[src/rtl/uart_rx_cfg.sv]
`default_nettype none
// =====================================================================
// uart_rx_cfg : configurable UART receiver with an error-flagged RX FIFO
// Revision    : 1.0
// =====================================================================
module uart_rx_cfg #(
  parameter int DATA_BITS  = 8,
  parameter int PARITY_EN  = 0,
  parameter int PARITY_ODD = 0,
  parameter int STOP_BITS  = 1,
  parameter int FIFO_DEPTH = 4,
  parameter int DIV_W      = 16
) (
  input  logic                 clk,
  input  logic                 rst_n,
  input  logic                 RX,
  input  logic [DIV_W-1:0]     baud_div,
  input  logic                 rd_en,
  input  logic                 clr_err,
  output logic [DATA_BITS-1:0] rx_data,
  output logic                 frm_err,
  output logic                 par_err,
  output logic                 rdy,
  output logic                 ovr_err,
  output logic                 busy
);

  localparam int PTR_W = $clog2(FIFO_DEPTH);
  localparam int CNT_W = $clog2(FIFO_DEPTH) + 1;
  localparam int ENT_W = DATA_BITS + 2;
  localparam int BIT_W = 4;
  localparam logic [DIV_W-1:0] DIV_ONE  = 1;
  localparam logic [BIT_W-1:0] BIT_ONE  = 1;
  localparam logic [CNT_W-1:0] CNT_ONE  = 1;
  localparam logic [CNT_W-1:0] CNT_FULL = CNT_W'(FIFO_DEPTH);
  localparam logic             ODD_BIT  = (PARITY_ODD != 0);

  typedef enum logic [2:0] {
    S_IDLE   = 3'd0,
    S_START  = 3'd1,
    S_DATA   = 3'd2,
    S_PARITY = 3'd3,
    S_STOP   = 3'd4
  } state_t;

  logic                 rx_meta_q, rx_meta_d;
  logic                 rx_sync_q, rx_sync_d;
  logic                 rx_prev_q, rx_prev_d;
  state_t               state_q, state_d;
  logic [DIV_W-1:0]     div_q, div_d;
  logic [DIV_W-1:0]     baud_cnt_q, baud_cnt_d;
  logic [BIT_W-1:0]     bit_cnt_q, bit_cnt_d;
  logic [DATA_BITS-1:0] shift_q, shift_d;
  logic                 par_bad_q, par_bad_d;
  logic                 frm_bad_q, frm_bad_d;
  logic [ENT_W-1:0]     mem_q [FIFO_DEPTH];
  logic [ENT_W-1:0]     mem_d [FIFO_DEPTH];
  logic [PTR_W-1:0]     wr_ptr_q, wr_ptr_d;
  logic [PTR_W-1:0]     rd_ptr_q, rd_ptr_d;
  logic [CNT_W-1:0]     count_q, count_d;
  logic                 ovr_q, ovr_d;

  logic                 sample;
  logic                 fall;
  logic                 push;
  logic [ENT_W-1:0]     push_ent;
  logic                 rd_fire;
  logic                 wr_fire;
  logic                 full;
  logic [ENT_W-1:0]     head;

  // Receiver FSM: all timing derives from baud_cnt hitting zero.
  always_comb begin
    rx_meta_d  = RX;
    rx_sync_d  = rx_meta_q;
    rx_prev_d  = rx_sync_q;
    state_d    = state_q;
    div_d      = div_q;
    baud_cnt_d = baud_cnt_q;
    bit_cnt_d  = bit_cnt_q;
    shift_d    = shift_q;
    par_bad_d  = par_bad_q;
    frm_bad_d  = frm_bad_q;
    push       = 1'b0;
    push_ent   = {par_bad_q, frm_bad_q | ~rx_sync_q, shift_q};
    fall       = ~rx_sync_q & rx_prev_q;
    sample     = (state_q != S_IDLE) && (baud_cnt_q == '0);

    if (state_q != S_IDLE) begin
      baud_cnt_d = sample ? (div_q - DIV_ONE) : (baud_cnt_q - DIV_ONE);
    end

    case (state_q)
      S_IDLE: begin
        if (fall) begin
          div_d      = baud_div;
          baud_cnt_d = (baud_div >> 1) - DIV_ONE;
          bit_cnt_d  = '0;
          par_bad_d  = 1'b0;
          frm_bad_d  = 1'b0;
          state_d    = S_START;
        end
      end
      S_START: begin
        if (sample) begin
          state_d = rx_sync_q ? S_IDLE : S_DATA;
        end
      end
      S_DATA: begin
        if (sample) begin
          shift_d = {rx_sync_q, shift_q[DATA_BITS-1:1]};
          if (bit_cnt_q == BIT_W'(DATA_BITS - 1)) begin
            bit_cnt_d = '0;
            state_d   = (PARITY_EN != 0) ? S_PARITY : S_STOP;
          end else begin
            bit_cnt_d = bit_cnt_q + BIT_ONE;
          end
        end
      end
      S_PARITY: begin
        if (sample) begin
          par_bad_d = (^shift_q) ^ rx_sync_q ^ ODD_BIT;
          state_d   = S_STOP;
        end
      end
      S_STOP: begin
        if (sample) begin
          if (!rx_sync_q) begin
            frm_bad_d = 1'b1;
          end
          if (bit_cnt_q == BIT_W'(STOP_BITS - 1)) begin
            push    = 1'b1;
            state_d = S_IDLE;
          end else begin
            bit_cnt_d = bit_cnt_q + BIT_ONE;
          end
        end
      end
      default: state_d = S_IDLE;
    endcase
  end

  // FIFO: a pop in the same cycle frees the slot for a push into a full FIFO.
  always_comb begin
    rd_fire  = rd_en && (count_q != '0);
    full     = (count_q == CNT_FULL);
    wr_fire  = push && (!full || rd_fire);
    mem_d    = mem_q;
    wr_ptr_d = wr_ptr_q;
    rd_ptr_d = rd_ptr_q;
    count_d  = count_q;
    if (wr_fire) begin
      mem_d[wr_ptr_q] = push_ent;
      wr_ptr_d        = wr_ptr_q + PTR_W'(1);
    end
    if (rd_fire) begin
      rd_ptr_d = rd_ptr_q + PTR_W'(1);
    end
    if (wr_fire && !rd_fire) begin
      count_d = count_q + CNT_ONE;
    end else if (!wr_fire && rd_fire) begin
      count_d = count_q - CNT_ONE;
    end
    if (push && full && !rd_fire) begin
      ovr_d = 1'b1;
    end else if (clr_err) begin
      ovr_d = 1'b0;
    end else begin
      ovr_d = ovr_q;
    end
  end

  always_ff @(posedge clk or negedge rst_n) begin
    if (!rst_n) begin
      rx_meta_q  <= 1'b1;
      rx_sync_q  <= 1'b1;
      rx_prev_q  <= 1'b1;
      state_q    <= S_IDLE;
      div_q      <= '0;
      baud_cnt_q <= '0;
      bit_cnt_q  <= '0;
      shift_q    <= '0;
      par_bad_q  <= 1'b0;
      frm_bad_q  <= 1'b0;
      mem_q      <= '{default: '0};
      wr_ptr_q   <= '0;
      rd_ptr_q   <= '0;
      count_q    <= '0;
      ovr_q      <= 1'b0;
    end else begin
      rx_meta_q  <= rx_meta_d;
      rx_sync_q  <= rx_sync_d;
      rx_prev_q  <= rx_prev_d;
      state_q    <= state_d;
      div_q      <= div_d;
      baud_cnt_q <= baud_cnt_d;
      bit_cnt_q  <= bit_cnt_d;
      shift_q    <= shift_d;
      par_bad_q  <= par_bad_d;
      frm_bad_q  <= frm_bad_d;
      mem_q      <= mem_d;
      wr_ptr_q   <= wr_ptr_d;
      rd_ptr_q   <= rd_ptr_d;
      count_q    <= count_d;
      ovr_q      <= ovr_d;
    end
  end

  assign head    = mem_q[rd_ptr_q];
  assign rdy     = (count_q != '0);
  assign rx_data = rdy ? head[DATA_BITS-1:0] : '0;
  assign frm_err = rdy & head[DATA_BITS];
  assign par_err = rdy & head[DATA_BITS+1];
  assign ovr_err = ovr_q;
  assign busy    = (state_q != S_IDLE);

endmodule
`default_nettype wire
[config.mk]
export PLATFORM = sky130hd
export DESIGN_NAME = uart_rx_cfg
export DESIGN_NICKNAME = d
export VERILOG_FILES = /design/src/rtl/uart_rx_cfg.sv
export SDC_FILE = /design/constraint.sdc
export NUM_CORES = 1
export LEC_CHECK = 0
export ABC_AREA = 1
export CAP_MARGIN = 10
export CORE_MARGIN = 2
export CORE_UTILIZATION = 47
export CTS_BUF_LIST = sky130_fd_sc_hd__clkbuf_16
export DETAILED_ROUTE_END_ITERATION = 12
export PLACE_DENSITY = 0.65
export SLEW_MARGIN = 15
export SYNTH_ARGS = -nofsm -noshare
export SYNTH_HDL_FRONTEND = slang
export SYNTH_SLANG_ARGS = --single-unit
[constraint.sdc]
create_clock -name clk -period 2.46 [get_ports clk]
set_input_delay 0.492 -clock clk [delete_from_list [all_inputs] [get_ports clk]]
set_output_delay 0.492 -clock clk [all_outputs]
set_load 0.01 [all_outputs]
==> metrics.cfg <==
[logic_synthesis]
synth_ff_type=dfrtp_1
yosysSeqAreaShare_pct=44.5
synth_area_per_cell_sq_um=7.69
synth_area_leaders=dfrtp_1 (43%), nand2_1 (10%), nor2_1 (6.6%)
syn-instance-count=732
netlist.top_cell.by_area=dfrtp_1
syn_nets=763
syn_area_sq_um=5630
synthArstFlopShare_pct=100
ys_top_cells_by_count=nand2_1 (154), nor2_1 (99), dfrtp_1 (97)
ys_ff_latch=100
yosysMostFrequentCell=nand2_1
synth-edff-count=0
synth.top_cell.area_share_pct=43.1
ys_warn_count=0
yosys.cell_types.count=46

[placement]
place_congestion=0.888
hpwl_um=9230
io_buffers=33

[route]
dr.first_iter.drc_count=251
vias_per_cell=5.20
wl_um=13000
met3WireLength_um=515
wl_per_cell_um=14.1
top_layer_used=met4
drt-met1-wl_um=5950
drc=0
firstDrtPassIters=4
dr_total_vias=4803
detailroute.wirelength.met2_um=6160
ant_nets=0

[clock_tree]
clock_path_buffers=2
cts_inserted_buffers=9
cts.htree.levels=3
clock-sinks=100
insertion_delay_ns=0.36
path_clk_slew_ns=0.07
cts-root-buf=clkbuf_16
cts_tree=yes

[setup_path]
critPathKind=reg2out
crit_slowest_cell=clkdlybuf4s50_1
start_kind=register
required_ns=1.97
path_max_fanout=21
cp_cell_sequence=inv_2 -> nand2_4 -> nor2_8 -> inv_4 -> buf_4 -> clkdlybuf4s50_1
crit_arrival_ns=1.90
cp-end-kind=output port
max_stage_delay_ns=0.51

[timing]
fin_skew_ns=0.00570
setup_total_negative_slack_ns=0
slew_headroom_pct=59.2
rsz0062_at_grt=false
fin_crit_sh_pct=97.3
fmax_mhz=418
worst_slew_pin_slew_ns=0.609
drv_slew=0
final_hold_viol_count=0
timing.hold.ws_ns=0.0174
period_needed_ns=2.39
setup_viol=0

[power]
sequentialPowerShare_pct=34.4
switchingPower_w=0.00264
pwr-share-clk_pct=21.5
ir_drop_v=0.000458
intPower_w=0.00374
cellLeakagePower_nw=3.15
swShare_pct=41.4
p_per_area_nw_per_um2=976
pwr-share-comb_pct=44.1

[grt]
grt_use_total_pct=22.2
grt_pass1_wl_um=22800
grt_pass1_vias=4869
grt_max_degree=54
antenna_found_initial=0
overflow=0

[die]
core_sq_um=11600
initial_core_util_pct=48.7
num_rows=39
die_area_sq_um=12900
io_pins=34
die_h_um=113
die_width_um=113

[layout]
layout.nets=807
area_delta_synth_final_pct=16.2
multi_input_area_sq_um=2660
fill_cells=1076
diodes=0
drive_gt1_share_pct=12.3
seq_area_sq_um=2510

[outcome]
status=completed

[flow_run]
maxCapViolations=0

[hold_path]
hp-class=in2async

## metrics by stage
| stage | cell area, sq um | cells | utilization, % | total power, W | worst slack [ns] |
|---|---|---|---|---|---|
| after floorplan | 5630 | 732 | - | 0.00411 | 0.162 |
| after global placement | 6210 | 906 | 53.7 | 0.00498 | 0.0794 |
| after detailed placement | 6210 | 906 | 53.7 | 0.00503 | 0.0288 |
| after CTS | 6480 | 921 | 56.0 | 0.00637 | 0.00171 |
| after global routing | 6540 | 923 | 56.5 | 0.00690 | 0.00874 |
| final | 6540 | 923 | 56.5 | 0.00638 | 0.0663 |
## cells by family (layout without fill, tap and decap cells)
group	Yosys count	count (layout)	share of synthesized area, %
xor+xnor	18	18	2.80
mux	1	1	0.200
compound gates	144	144	13.7
flops	100	100	44.5
buf+inv	124	172	8.83
fa+ha+maj	10	10	2.36
simple gates	335	335	27.5
## timing repair
| item | 4_1_cts | 5_1_grt |
|---|---|---|
| endpoints found under the setup margin | 6 | 7 |
| resized for setup | 6 | 15 |
| hold buffers | 0 | 0 |
| pin swaps | 0 | 1 |
| setup buffers | 0 | 2 |
## per-layer routing
metal,vias to the layer above,track usage [%]
li1,2434,-
met1,2241,28.3
met2,101,37.2
met3,27,3.29
met4,0,10.6
met5,-,0
## layout make-up
| cell class | instances | share of cell area (%) |
|---|---|---|
| well taps | 143 | 2.74 |
| clock buffers | 9 | 3.44 |
| inverters | 100 | 5.80 |
| multi-input cells | 508 | 40.7 |
| flip-flops and latches | 100 | 38.4 |
| clock inverters | 6 | 0.823 |
| repair buffers | 57 | 8.19 |
## cell usage in the layout (no fill, tap or decap), drive strengths merged, types with 2 or more instances in the layout
master           n
a21oi           20
a22oi            2
buf             25
clkbuf           9
clkdlybuf4s50   22
clkinv           3
dfrtp           97
dfstp            3
dlygate4sd2      6
dlymetal6s2s     4
ha               9
inv            102
nand2          168
nand3           33
nand4           13
nor2           114
nor3             5
o21ai          108
o221ai           2
o22ai            5
xnor2            7
xor2            11
## flip-flops by register name, summed over array words and instances (netlist names)
signal and cells:
shift_q 8, wr_ptr_q 2, baud_cnt_q 16, bit_cnt_q 4, count_q 3, rx_prev_d 1, rx_prev_q 1, ovr_err 1
div_q 16, rx_meta_q 1, frm_bad_q 1, state_q 3, par_bad_q 1, mem_q 40, rd_ptr_q 2
## worst max-delay path, delay by kind of cell (launching register included)
kind,cells,cell delay (ns)
buffers and inverters,4,0.89
flip-flops,1,0.40
AND/OR/NAND/NOR,2,0.25
## final timing paths
path | startpoint | endpoint | slack, ns | cells past startpoint
setup reg to reg | baud_cnt_q[9] | count_q[2] | 0.15 | 15
hold reg to reg | rx_meta_q | rx_prev_d | 0.36 | 0
min in group clk | rx_meta_q | rx_prev_d | 0.36 | 0
max in group asynchronous | rst_n | div_q[5] | 1.77 | 2
setup / recovery | state_q[2] | busy | 0.07 | 6
hold / removal | rst_n | mem_q[9] | 0.02 | 1
## power groups by stage
stage,logic (W),registers [W],clock network (W)
after floorplan,0.00195,0.00217,0
after global placement,0.00277,0.00220,0
after detailed placement,0.00281,0.00222,0
after CTS,0.00278,0.00219,0.00141
after global routing,0.00318,0.00223,0.00149
final,0.00281,0.00220,0.00137
Power figures use the tool's default switching activity.
